**src/rtl/video_memory_sequencer_if.sv**
```systemverilog
// Host, command and memory-port signal bundle for the video memory sequencer.
// The master side is the host/display environment; the slave side is the sequencer.
interface video_memory_sequencer_if #(
    parameter int ATTR_W = 32,
    parameter int ADDR_W = 12
);
    logic              wr_valid;
    logic              wr_ready;
    logic [6:0]        wr_x;
    logic [4:0]        wr_y;
    logic [ATTR_W-1:0] wr_value;

    logic              cmd_valid;
    logic              cmd_ready;
    logic              cmd_op;
    logic [ATTR_W-1:0] cmd_value;

    logic              mem_slot;
    logic              mem_we;
    logic [ADDR_W-1:0] mem_waddr;
    logic [ATTR_W-1:0] mem_wdata;
    logic              mem_re;
    logic [ADDR_W-1:0] mem_raddr;
    logic [ATTR_W-1:0] mem_rdata;

    logic              busy;
    logic              drop;

    modport master (
        output wr_valid, wr_x, wr_y, wr_value,
        output cmd_valid, cmd_op, cmd_value,
        output mem_slot, mem_rdata,
        input  wr_ready, cmd_ready,
        input  mem_we, mem_waddr, mem_wdata, mem_re, mem_raddr,
        input  busy, drop
    );

    modport slave (
        input  wr_valid, wr_x, wr_y, wr_value,
        input  cmd_valid, cmd_op, cmd_value,
        input  mem_slot, mem_rdata,
        output wr_ready, cmd_ready,
        output mem_we, mem_waddr, mem_wdata, mem_re, mem_raddr,
        output busy, drop
    );
endinterface

```
**src/rtl/video_memory_sequencer.sv**
```systemverilog
// Write-side controller for character/attribute video memory: buffered host writes,
// clear-screen and scroll-up, with every memory access confined to display-free slots.
module video_memory_sequencer #(
    parameter int COLS       = 80,
    parameter int ROWS       = 30,
    parameter int ATTR_W     = 32,
    parameter int ADDR_W     = 12,
    parameter int FIFO_DEPTH = 4
) (
    input  logic                     clk,
    input  logic                     reset,
    video_memory_sequencer_if.slave  bus
);
    localparam int                PTR_W         = $clog2(FIFO_DEPTH);
    localparam logic [ADDR_W-1:0] COLS_A        = ADDR_W'(COLS);
    localparam logic [ADDR_W-1:0] LAST_A        = ADDR_W'(COLS * ROWS - 1);
    localparam logic [ADDR_W-1:0] SCROLL_LAST_A = ADDR_W'((ROWS - 1) * COLS - 1);

    typedef enum logic [2:0] {
        IDLE,
        CLEAR,
        SC_RD,
        SC_CAP,
        SC_WR,
        SC_FILL
    } state_t;

    state_t state, state_n;

    logic [ADDR_W-1:0] fifo_addr [FIFO_DEPTH];
    logic [ATTR_W-1:0] fifo_data [FIFO_DEPTH];
    logic [PTR_W:0]    wp, rp;
    logic              empty, full, in_range, accept, push, pop;
    logic [ADDR_W-1:0] wr_addr;
    logic [ADDR_W-1:0] a;
    logic [ATTR_W-1:0] fill_q, cap_q;
    logic              drop_q, start, inc_a;

    // Extra pointer MSB distinguishes full from empty when the indices match.
    assign empty    = (wp == rp);
    assign full     = (wp[PTR_W] != rp[PTR_W]) && (wp[PTR_W-1:0] == rp[PTR_W-1:0]);
    assign in_range = (int'(bus.wr_x) < COLS) && (int'(bus.wr_y) < ROWS);
    assign accept   = bus.wr_valid && !full;
    assign push     = accept && in_range;
    assign wr_addr  = ADDR_W'(bus.wr_y) * COLS_A + ADDR_W'(bus.wr_x);

    assign bus.wr_ready  = !full;
    assign bus.cmd_ready = (state == IDLE) && empty && !bus.wr_valid;
    assign bus.busy      = (state != IDLE) || !empty;
    assign bus.drop      = drop_q;

    always_ff @(posedge clk) begin
        if (push) begin
            fifo_addr[wp[PTR_W-1:0]] <= wr_addr;
            fifo_data[wp[PTR_W-1:0]] <= bus.wr_value;
        end
    end

    always_comb begin
        state_n       = state;
        pop           = 1'b0;
        start         = 1'b0;
        inc_a         = 1'b0;
        bus.mem_we    = 1'b0;
        bus.mem_re    = 1'b0;
        bus.mem_waddr = '0;
        bus.mem_raddr = '0;
        bus.mem_wdata = '0;
        unique case (state)
            IDLE: begin
                if (!empty && bus.mem_slot) begin
                    pop           = 1'b1;
                    bus.mem_we    = 1'b1;
                    bus.mem_waddr = fifo_addr[rp[PTR_W-1:0]];
                    bus.mem_wdata = fifo_data[rp[PTR_W-1:0]];
                end else if (bus.cmd_valid && bus.cmd_ready) begin
                    start   = 1'b1;
                    state_n = bus.cmd_op ? SC_RD : CLEAR;
                end
            end
            CLEAR, SC_FILL: begin
                if (bus.mem_slot) begin
                    bus.mem_we    = 1'b1;
                    bus.mem_waddr = a;
                    bus.mem_wdata = fill_q;
                    inc_a         = 1'b1;
                    if (a == LAST_A) state_n = IDLE;
                end
            end
            SC_RD: begin
                if (bus.mem_slot) begin
                    bus.mem_re    = 1'b1;
                    bus.mem_raddr = a + COLS_A;
                    state_n       = SC_CAP;
                end
            end
            SC_CAP: state_n = SC_WR;
            SC_WR: begin
                if (bus.mem_slot) begin
                    bus.mem_we    = 1'b1;
                    bus.mem_waddr = a;
                    bus.mem_wdata = cap_q;
                    inc_a         = 1'b1;
                    state_n       = (a == SCROLL_LAST_A) ? SC_FILL : SC_RD;
                end
            end
            default: state_n = IDLE;
        endcase
    end

    always_ff @(posedge clk or negedge reset) begin
        if (!reset) begin
            state  <= IDLE;
            wp     <= '0;
            rp     <= '0;
            a      <= '0;
            fill_q <= '0;
            cap_q  <= '0;
            drop_q <= 1'b0;
        end else begin
            state  <= state_n;
            drop_q <= accept && !in_range;
            if (push) wp <= wp + (PTR_W + 1)'(1);
            if (pop)  rp <= rp + (PTR_W + 1)'(1);
            if (start) begin
                a      <= '0;
                fill_q <= bus.cmd_value;
            end else if (inc_a) begin
                a <= a + ADDR_W'(1);
            end
            // Read data arrives the cycle after mem_re, which is always SC_CAP.
            if (state == SC_CAP) cap_q <= bus.mem_rdata;
        end
    end
endmodule

```
**src/flat_wrapper.sv**
```systemverilog
// flat-port wrapper written by rule: the top's interface ports become plain ports
module video_memory_sequencer_flat 
#(
    parameter int COLS       = 80,
    parameter int ROWS       = 30,
    parameter int ATTR_W     = 32,
    parameter int ADDR_W     = 12,
    parameter int FIFO_DEPTH = 4
)
  (clk, reset, bus_wr_valid, bus_wr_x, bus_wr_y, bus_wr_value, bus_cmd_valid, bus_cmd_op, bus_cmd_value, bus_mem_slot, bus_mem_rdata, bus_wr_ready, bus_cmd_ready, bus_mem_we, bus_mem_waddr, bus_mem_wdata, bus_mem_re, bus_mem_raddr, bus_busy, bus_drop);
  video_memory_sequencer_if #(.ATTR_W(ATTR_W), .ADDR_W(ADDR_W)) bus_i ();
  input  logic clk;
  input  logic reset;
  input wire logic [$bits(bus_i.wr_valid)-1:0] bus_wr_valid;
  input wire logic [$bits(bus_i.wr_x)-1:0] bus_wr_x;
  input wire logic [$bits(bus_i.wr_y)-1:0] bus_wr_y;
  input wire logic [$bits(bus_i.wr_value)-1:0] bus_wr_value;
  input wire logic [$bits(bus_i.cmd_valid)-1:0] bus_cmd_valid;
  input wire logic [$bits(bus_i.cmd_op)-1:0] bus_cmd_op;
  input wire logic [$bits(bus_i.cmd_value)-1:0] bus_cmd_value;
  input wire logic [$bits(bus_i.mem_slot)-1:0] bus_mem_slot;
  input wire logic [$bits(bus_i.mem_rdata)-1:0] bus_mem_rdata;
  output wire logic [$bits(bus_i.wr_ready)-1:0] bus_wr_ready;
  output wire logic [$bits(bus_i.cmd_ready)-1:0] bus_cmd_ready;
  output wire logic [$bits(bus_i.mem_we)-1:0] bus_mem_we;
  output wire logic [$bits(bus_i.mem_waddr)-1:0] bus_mem_waddr;
  output wire logic [$bits(bus_i.mem_wdata)-1:0] bus_mem_wdata;
  output wire logic [$bits(bus_i.mem_re)-1:0] bus_mem_re;
  output wire logic [$bits(bus_i.mem_raddr)-1:0] bus_mem_raddr;
  output wire logic [$bits(bus_i.busy)-1:0] bus_busy;
  output wire logic [$bits(bus_i.drop)-1:0] bus_drop;
  assign bus_i.wr_valid = bus_wr_valid;
  assign bus_i.wr_x = bus_wr_x;
  assign bus_i.wr_y = bus_wr_y;
  assign bus_i.wr_value = bus_wr_value;
  assign bus_i.cmd_valid = bus_cmd_valid;
  assign bus_i.cmd_op = bus_cmd_op;
  assign bus_i.cmd_value = bus_cmd_value;
  assign bus_i.mem_slot = bus_mem_slot;
  assign bus_i.mem_rdata = bus_mem_rdata;
  assign bus_wr_ready = bus_i.wr_ready;
  assign bus_cmd_ready = bus_i.cmd_ready;
  assign bus_mem_we = bus_i.mem_we;
  assign bus_mem_waddr = bus_i.mem_waddr;
  assign bus_mem_wdata = bus_i.mem_wdata;
  assign bus_mem_re = bus_i.mem_re;
  assign bus_mem_raddr = bus_i.mem_raddr;
  assign bus_busy = bus_i.busy;
  assign bus_drop = bus_i.drop;
  video_memory_sequencer #(.COLS(COLS), .ROWS(ROWS), .ATTR_W(ATTR_W), .ADDR_W(ADDR_W), .FIFO_DEPTH(FIFO_DEPTH)) u_core (.clk(clk), .reset(reset), .bus(bus_i));
endmodule
```
**config.mk**
```make
export PLATFORM = sky130hd
export DESIGN_NAME = video_memory_sequencer_flat
export DESIGN_NICKNAME = d
export VERILOG_FILES = /design/src/rtl/video_memory_sequencer_if.sv /design/src/rtl/video_memory_sequencer.sv /design/src/flat_wrapper.sv
export SDC_FILE = /design/constraint.sdc
export NUM_CORES = 1
export LEC_CHECK = 0
export CELL_PAD_IN_SITES_DETAIL_PLACEMENT = 0
export CELL_PAD_IN_SITES_GLOBAL_PLACEMENT = 2
export CORE_MARGIN = 2
export CORE_UTILIZATION = 35
export DETAILED_ROUTE_END_ITERATION = 12
export PLACE_DENSITY_LB_ADDON = 0.05
export SETUP_SLACK_MARGIN = 0.4
export SLEW_MARGIN = 25
export SYNTH_ARGS = -nofsm -noshare
export SYNTH_HDL_FRONTEND = slang
export SYNTH_SLANG_ARGS = --single-unit
```
**constraint.sdc**
```tcl
create_clock -name clk -period 3.2 [get_ports clk]
set_clock_uncertainty 0.05 [all_clocks]
set_input_delay 0.48 -clock clk [delete_from_list [all_inputs] [get_ports clk]]
set_output_delay 0.48 -clock clk [all_outputs]
set_load 0.03 [all_outputs]
```
==> results.txt, run 1 <==
outcome = finished clean
drt pass-1 iters = 5
IO Port Bufs = 175
die extent in x = 185 um
final slew viol count = 0
vias in the first global route = 7548
cell taking the most area after synthesis = edfxtp_1
area grow syn2layout = 39.1%
Fin Setup TNS = 0 ps
Fin. Hold Viols = 0
die height = 185 um
Req. time, crit path = 2670 ps
Post-Syn Area = 0.0114 sq mm
largest net degree at the start of global routing = 49
dpl hpwl = 20000 um
# setup viols final = 0
CTS tree = built
Syn Nets = 890
drt total wl = 32100 um
clock-pin slew on the worst setup and hold paths = 60 ps
critical path startpoint category = register
Leak Pwr = 5.97 nW
Syn Inst Count = 756
core region area = 0.0323 sq mm
Synth Register Bits = 262
total CTS buffers = 30
maximum vdd drop = 642 uV
worst slew pin tran = 766 ps
Hold WC Path Type = in -> reg
XOR/XNOR Fraction of Synth Area = 0.0207
largest cells by area after synthesis = edfxtp_1 46%, dfrtp_1 19%, mux4_2 8.7%
FF/Latch Area = 0.00745 sq mm
simple logic cell fraction of the synthesized area = 0.0532
fillcell total = 2765
first-pass GRT wire length = 47400 um
drc violations = 0
Clock Latency Late Sink = 560 ps
initial drt markers = 382
crit path kind = reg -> out
NumNets Final = 1117
PD cells = 943 mW/mm^2
H-tree levels = 1
max_cap viols = 0
Ports = 176
Synth Area in Compound Gates = 0.0644
fin crit share = 0.871
Multi-input gate area = 0.00383 sq mm
row cnt = 66
Synth Area in Adders = 0.0232
combinational family with the most area after synthesis = multiplexers
initial core utilization = 0.354
post-route ant nets = 0
Via Count = 7217
CTS root buf = clkbuf_16
Critical Path AT = 2260 ps
Sink Count = 262
slew margin rel. = 0.489
unrepaired setup endpoints after global routing = true
Die Area = 0.0341 sq mm
initial antenna violation count = 2
Place WS = -13.9 ps
Via-to-Cell Ratio = 4.98
Critical Path Fanout Max = 6
Synth cell types = 44
fin crit period = 2790 ps
Achievable Freq = 359 MHz
multiplexer area fraction after synthesis = 0.152
DR WL/cell = 22.2 um
Syn. warnings = 0
RePlAce Congestion = 0.775
worst reg2reg setup slack = 520 ps
Crit. End Element = output pin
syn_area_per_cell = 15.1 sq um
post-synthesis sequential area ratio = 0.651
Synth top area share = 0.463
final setup margin = 414 ps
layout cell share with drive strength beyond 1 = 0.363
Clock Path Buffers = 3
GR Util All Layers = 0.188
grt ovf = 0
[worst max-delay path, cell delays in order, from the launching register on]
cell,delay (ps)
dfrtp_4,510
buf_12,160
buf_12,120
buf_16,140
mux4_2,430
inv_2,80
o21ai_1,80
buf_4,180
[final timing paths]
kind | cells past startpoint | from | endpoint
worst max-delay path | 7 | u_core.rp[0] | bus_mem_wdata[13]
worst min-delay path | 3 | bus_mem_slot | u_core.rp[2]
worst max register to register | 9 | u_core.rp[0] | u_core.fifo_data[1][29]
worst min register to register | 1 | u_core.cap_q[13] | u_core.cap_q[13]
max in group asynchronous | 3 | reset | u_core.state[2]
min in group asynchronous | 2 | reset | u_core.bus.drop
[final cells by class]
class                           count  area share
Sequential cell                   262       0.469
Multi-Input combinational cell    394       0.241
Timing Repair Buffer              238       0.179
Clock buffer                       42      0.0533
Tap cell                          442      0.0348
Inverter                           57      0.0135
Clock inverter                     13     0.00851
Antenna cell                        1    0.000158
[layer usage]
layer,track usage,wire (um)
met2,0.294,15100
met3,0.0314,1620
met1,0.279,15000
met4,0.0333,442
met5,0,13
[where the power goes]
part	switching (mW)	internal, mW	total [mW]
Sequential	0.460	4.50	4.96
Clock	1.34	2.00	3.33
Combinational	3.39	3.29	6.68
Total	5.18	9.80	15.0
[placed cells by master, fill, tap and decap left out, types with 4 or more instances in the layout]
master / n
nor2_1: 14
nand4_1: 7
o21ai_0: 14
clkbuf_8: 5
mux2_2: 66
dfrtp_2: 7
and2_1: 5
nand2_1: 51
clkbuf_16: 33
o21ai_1: 14
buf_16: 9
inv_2: 34
buf_4: 48
buf_12: 37
xor2_1: 11
a21oi_1: 11
nand3_1: 4
a22o_1: 32
dlygate4sd2_1: 6
o21ai_2: 26
xnor2_1: 13
clkinv_1: 4
edfxtp_1: 176
buf_6: 17
ha_1: 18
clkinv_2: 6
or3_1: 4
dfrtp_1: 78
clkbuf_1: 7
inv_1: 23
o31ai_1: 4
nor3_1: 4
mux4_2: 44
clkdlybuf4s50_1: 113
[cell usage after synthesis, drive strengths merged]
cell type / number
a211oi: 2
nand4bb: 1
nand4b: 1
or4b: 2
nor2: 17
mux4: 44
buf: 12
a21oi: 12
edfxtp: 176
a31o: 1
nand3: 7
fa: 2
a22o: 32
nand2b: 4
o31a: 1
o311ai: 1
nand2: 53
nor3b: 3
clkbuf: 32
o2111ai: 1
and2: 8
a21o: 2
or4: 2
inv: 57
xnor2: 16
nand3b: 1
dfrtp: 86
o31ai: 4
xor2: 11
mux2: 66
ha: 18
or3b: 1
o21ai: 57
nand4: 7
nor4: 2
nor3: 5
o21a: 2
or3: 4
nor2b: 3
[logic make-up after synthesis]
| logic type | Yosys count |
|---|---|
| buffers and inverters | 101 |
| adders and majority gates | 20 |
| muxes | 110 |
| AOI/OAI and AO/OA | 115 |
| xor gates and xnor gates | 27 |
| DFF | 262 |
| and+or+nand+nor | 121 |
[flip-flops by register name, summed over array words and instances, names as in the netlist]
name,flops
u_core.wp,3
u_core.cap_q,32
u_core.rp,3
u_core.fifo_addr,48
u_core.fill_q,32
u_core.state,3
u_core.a,12
u_core.bus.drop,1
u_core.fifo_data,128
[through the flow]
stage / util / total power [mW] / area [sq um] / instances / hold WS [ps]
floorplan: - / 8.09 / 11400 / 756 / 134
global placement: 0.434 / 10.3 / 14000 / 1353 / 439
detailed placement: 0.434 / 10.4 / 14000 / 1353 / 445
CTS: 0.481 / 14.7 / 15500 / 1434 / 277
global route: 0.492 / 15.7 / 15900 / 1448 / 316
finish: 0.492 / 15.0 / 15900 / 1449 / 319
[timing repair]
item | in CTS | in global routing
pin swaps | 3 | 3
endpoints found under the hold margin | 47 | 0
setup endpoints to repair | 53 | 114
cloned | 9 | 3
hold buffers | 1 | 0
gates resized for setup | 87 | 84
setup buffers | 16 | 11
Power figures use the tool's default switching activity.
==> run 2, diff against run 1 <==
--- a/config.mk
+++ b/config.mk
@@ -5,10 +5,11 @@
 export SDC_FILE = /design/constraint.sdc
 export NUM_CORES = 1
 export LEC_CHECK = 0
+export ABC_AREA = 1
 export CELL_PAD_IN_SITES_DETAIL_PLACEMENT = 0
 export CELL_PAD_IN_SITES_GLOBAL_PLACEMENT = 2
 export CORE_MARGIN = 2
-export CORE_UTILIZATION = 35
+export CORE_UTILIZATION = 32
 export DETAILED_ROUTE_END_ITERATION = 12
 export PLACE_DENSITY_LB_ADDON = 0.05
 export SETUP_SLACK_MARGIN = 0.4
==> results.txt, run 2 <==
final setup margin = 391 ps
max reg flops = 128
Syn Nets = 1200
Clock Latency Late Sink = 580 ps
critical path startpoint category = register
largest cells by area after synthesis = edfxtp_1 46%, dfrtp_1 19%, nand2_1 6.2%
die height = 194 um
fin crit share = 0.878
Critical Path Fanout Max = 8
RePlAce Congestion = 0.744
initial core utilization = 0.325
Ports = 176
maximum vdd drop = 444 uV
post-route ant nets = 0
grt ovf = 0
core region area = 0.0355 sq mm
# setup viols final = 0
die extent in x = 194 um
GR Util All Layers = 0.181
vias in the first global route = 8299
Critical Path AT = 2280 ps
first-pass GRT wire length = 52200 um
Achievable Freq = 356 MHz
Post-synth EDFFs = 176
Syn Inst Count = 1066
layout cell share with drive strength beyond 1 = 0.262
Post-Syn Area = 0.0115 sq mm
Syn. warnings = 0
fin crit period = 2810 ps
clock-pin slew on the worst setup and hold paths = 60 ps
CP Launch Point = u_core.rp[0]
Fin Setup TNS = 0 ps
PD cells = 931 mW/mm^2
drt total wl = 34800 um
initial drt markers = 401
commonest cells after routing, fill and taps aside = 176 x edfxtp_1, 145 x nand2_1, 127 x nor2_1, 112 x clkdlybuf4s50_1, 98 x o21ai_0
H-tree levels = 1
worst reg-to-reg path cell count = 14
row cnt = 69
top cells by count, synth = 191 x nand2_1, 176 x edfxtp_1, 131 x nor2_1, 111 x nand3_1, 110 x o21ai_0
max_cap viols = 0
initial antenna violation count = 1
IO Port Bufs = 175
slew margin rel. = 0.585
GR peak layer = met1
FF-to-FF Start = u_core.rp[0]
DR WL/cell = 19.7 um
Tot Pwr = 15.3 mW
dpl hpwl = 21800 um
outcome = finished clean
Hold WC Path Type = in -> async
Via-to-Cell Ratio = 4.82
Post-synth ARST share = 0.328
final slew viol count = 0
drt pass-1 iters = 4
crit path kind = reg -> out
top-count cell post-synth = nand2_1
CTS tree = built
CTS root buf = clkbuf_16
met3 Use GR = 0.0299
most common cell after layout, fill and taps aside = edfxtp_1
Sink Count = 262
Top FF cell, synth = edfxtp_1
Via Count = 8515
NumNets Final = 1415
cell taking the most area after synthesis = edfxtp_1
syn_area_per_cell = 10.8 sq um
GR Util met2 = 0.269
M1 GR Usage = 0.278
Fin. Hold Viols = 0
area grow syn2layout = 42.3%
unrepaired setup endpoints after global routing = true
drc violations = 0
Die Area = 0.0376 sq mm
Place WS = 276 ps
post-synthesis sequential area ratio = 0.645
Leak Pwr = 6.67 nW
largest net degree at the start of global routing = 47
Clock Path Buffers = 3
Synth Register Bits = 262
worst slew pin tran = 623 ps
Synth top area share = 0.459
total CTS buffers = 30
Synth cell types = 37
Crit. End Element = output pin
Req. time, crit path = 2670 ps
-- run 2: through the flow --
stage / hold WS, ps / std cells / utilization / instance area (sq um)
floorplan: 134 / 1066 / - / 11500
global placement: 412 / 1676 / 0.390 / 13800
detailed placement: 415 / 1676 / 0.390 / 13800
CTS: 397 / 1756 / 0.435 / 15400
global route: 430 / 1767 / 0.462 / 16400
finish: 418 / 1767 / 0.462 / 16400
-- run 2: critical path, stage by stage, from the launching register on --
cell and delay [ps]:
dfrtp_2 430, buf_6 140, inv_8 50, nand2_4 60, nand2_4 60, nand3_4 90, nand2_4 60, nor2_4 190
buf_6 140, buf_16 180, nand2_2 110, nand3_2 90, buf_6 130
-- run 2: repair_timing --
item	4_1_cts	5_1_grt
cloned	7	1
resized for setup	114	194
pin swaps	4	13
setup buffers	16	9
hold endpoints to repair	40	0
setup endpoints to repair	55	59
hold buffers	1	0
-- run 2: cell type report --
type,instances,area (sq um)
diodes,1,2.50
clock buffers,41,822
multi-input cells,698,4640
fillers,3329,19100
well taps,461,577
inverters,48,190
flip-flops and latches,262,7440
repair buffers,241,2580
clock inverters,15,151
-- run 2: path summary, 6_finish.rpt --
kind | end | slack (ps)
worst min-delay path | u_core.wp[0] | 420
min in group clk | u_core.fill_q[31] | 420
worst max register to register | u_core.fill_q[25] | 820
worst max-delay path | bus_mem_wdata[22] | 390
worst min register to register | u_core.fill_q[7] | 430
max in group asynchronous | u_core.fill_q[17] | 1950
-- run 2: metal layers --
layer  wire length, um  share of wire  up-vias
met4               565          0.016        0
li1                  -              -     4158
met1             17600           0.51     4142
met2             15200           0.44      174
met3              1380          0.040       41
met5                 0              0        -
-- run 2: kinds of logic (layout without fill, tap and decap cells) --
family,count (synthesis),after routing,share of synthesized area
xor+xnor,17,17,0.0129
flops,262,262,0.645
compound gates,170,170,0.0798
simple gates,458,459,0.168
mux,32,32,0.0313
buf+inv,107,345,0.0395
fa+ha+maj,20,20,0.0230
other cells,0,1,0
-- run 2: power breakdown --
part / internal [mW] / switching (mW) / total (mW) / leakage, nW
registers: 4.44 / 0.376 / 4.81 / 2.67
clock network: 1.96 / 1.37 / 3.33 / 0.473
logic: 2.81 / 4.30 / 7.12 / 3.53
==> RTL change, RTL diff (config.mk and constraints of run 1) <==
`ATTR_W` is set to 32 in 3 places; all go to 28.
--- a/src/rtl/video_memory_sequencer_if.sv
+++ b/src/rtl/video_memory_sequencer_if.sv
@@ -1,7 +1,7 @@
 // Host, command and memory-port signal bundle for the video memory sequencer.
 // The master side is the host/display environment; the slave side is the sequencer.
 interface video_memory_sequencer_if #(
-    parameter int ATTR_W = 32,
+    parameter int ATTR_W = 28,
     parameter int ADDR_W = 12
 );
     logic              wr_valid;
--- a/src/rtl/video_memory_sequencer.sv
+++ b/src/rtl/video_memory_sequencer.sv
@@ -3,7 +3,7 @@
 module video_memory_sequencer #(
     parameter int COLS       = 80,
     parameter int ROWS       = 30,
-    parameter int ATTR_W     = 32,
+    parameter int ATTR_W     = 28,
     parameter int ADDR_W     = 12,
     parameter int FIFO_DEPTH = 4
 ) (
--- a/src/flat_wrapper.sv
+++ b/src/flat_wrapper.sv
@@ -3,7 +3,7 @@
 #(
     parameter int COLS       = 80,
     parameter int ROWS       = 30,
-    parameter int ATTR_W     = 32,
+    parameter int ATTR_W     = 28,
     parameter int ADDR_W     = 12,
     parameter int FIFO_DEPTH = 4
 )
Ports: changed (resized bus_cmd_value, bus_mem_rdata, bus_mem_wdata and bus_wr_value); port bits go from 176 to 160. The function was not compared with the original's and may differ.
==> RTL change against run 1 <==
  * Final cell count fell by 14%
  * Sequential power shrank 11%
  * Setup slack worse by 0.096 ns
  * Final area shrank 11%
  * Register-to-register slack improved by 0.40 ns
  * Global-route usage shrank 1.6 points
  * Routed wire length is 17% lower
  * Area after synthesis fell by 9.0%
  * Clock power is 3% lower
  * Die area fell by 8.8%
  * Power shrank 23%
  * Sequential cell count down 24
  * Critical path depth stayed put
  * Sequential share of layout area grew 1.1 points
==> RTL change: results <==
{
  "r2r-end": "u_core.fill_q[6]",
  "diodes": 0,
  "synth_async_sr_flop_share": 0.328,
  "ys_seq_area_frac": 0.651,
  "vias": 6352,
  "ys_top_cells_by_count": "160 x edfxtp_1, 78 x dfrtp_1, 64 x a22o_1",
  "maxSlewHeadroom": 0.435,
  "r2r_cells": 7,
  "r2r_start": "u_core.rp[0]",
  "numPortBuffers": 159,
  "globalplace.congestion": 0.836,
  "antenna_found_initial": 1,
  "synth_edf_count": 160,
  "grt_pass1_wl_mm": 40.1,
  "cp-endpoint": "bus_mem_wdata[23]",
  "crit_arrival_ns": 2.35,
  "cts_buffers": 27,
  "synth_nets": 749,
  "avgRoutedWirePerCell_um": 21.6,
  "synth_cell_type_count": 47,
  "cp_max_fo": 7,
  "yosysWarnings": 0,
  "drive_gt1_frac": 0.304,
  "nets": 953,
  "hold-worst-slack_ns": 0.00361,
  "synth_area_leaders": "edfxtp_1 46%, dfrtp_1 19%, mux4_2 8.7%",
  "drt_iter0_markers": 443,
  "dp_hpwl_mm": 17.3,
  "grt_max_degree": 58,
  "hold_class": "in2async",
  "internal-power_mw": 8.03,
  "status": "finished, final reports clean",
  "peakVddDrop_mv": 0.350,
  "r2r_setup_slack_ns": 0.92,
  "drtPass1Iterations": 4,
  "grtUsageTotal": 0.172,
  "largest_reg_flops": 112
}
-- RTL change: cell types whose count changed after synthesis, sizes merged, moves of 20 or more --
| cell | before | now |
|---|---|---|
| a22o | 32 | 64 |
| inv | 57 | 9 |
| o21ai | 57 | 10 |
| nand2 | 53 | 15 |
| clkbuf | 32 | 12 |
-- RTL change: how the worst min path moves through the flow --
| stage | start | endpoint | cells past startpoint |
|---|---|---|---|
| finish | reset | u_core.a[4] | 1 |
| global route | reset | u_core.a[1] | 1 |
| CTS | reset | u_core.a[1] | 1 |
| detailed placement | u_core.fill_q[12] | u_core.fill_q[12] | 1 |
| global placement | u_core.fill_q[18] | u_core.fill_q[18] | 1 |
| floorplan | reset | u_core.a[0] | 0 |
-- RTL change: routing by layer --
metal / track usage / up-vias / routed length, um
met2: 0.286 / 152 / 13100
met3: 0.0353 / 39 / 1450
met5: 0 / - / 13
li1: - / 2891 / -
met1: 0.234 / 3268 / 11900
met4: 0.0348 / 2 / 381
-- RTL change: logic make-up after synthesis --
family	share of synthesized area
adders and majority gates	0.0255
buffers and inverters	0.0228
AOI/OAI and AO/OA	0.0794
and+or+nand+nor	0.0483
xor gates and xnor gates	0.0217
DFF	0.651
muxes	0.152
-- RTL change: power groups by stage --
| stage | clock network [mW] | registers [mW] | logic (mW) |
|---|---|---|---|
| 2_1_floorplan | 0 | 4.34 | 2.28 |
| 3_3_place_gp | 0 | 4.50 | 3.29 |
| 3_5_place_dp | 0 | 4.54 | 3.32 |
| 4_1_cts | 3.30 | 4.41 | 3.75 |
| 5_1_grt | 3.42 | 4.49 | 4.16 |
| 6_report | 3.22 | 4.41 | 3.85 |
-- RTL change: timing repair --
action | in CTS | in global routing
gates cloned | 2 | 3
gates resized for setup | 74 | 44
hold endpoints to repair | 0 | 0
pin swaps | 9 | 8
buffers inserted | 17 | 4
endpoints found under the setup margin | 57 | 50
-- RTL change: cell type report --
type                       instances  area [um2]
fill                            2549       15300
timing repair buffer             214        2300
clock inverter                    17         215
tap                              390         488
inverter                           9        33.8
multi-input combinational        341        3560
sequential                       238        6770
clock buffer                      33         718
-- RTL change: through the flow --
stage	instances	instance area, um2	setup slack (ns)	utilization
final	1242	14100	0.319	0.479
after global routing	1242	14100	0.257	0.479
after CTS	1235	13900	0.260	0.473
after detailed placement	1166	12600	0.0403	0.427
after global placement	1166	12600	0.126	0.427
after floorplan	627	10400	0.607	-
-- RTL change: critical path, stage by stage, from the launching register on --
cell     delay (ns)
dfrtp_4        0.48
buf_6          0.13
xor2_2         0.17
o311a_4        0.35
buf_12         0.16
buf_8          0.13
a22o_4         0.26
buf_6          0.14
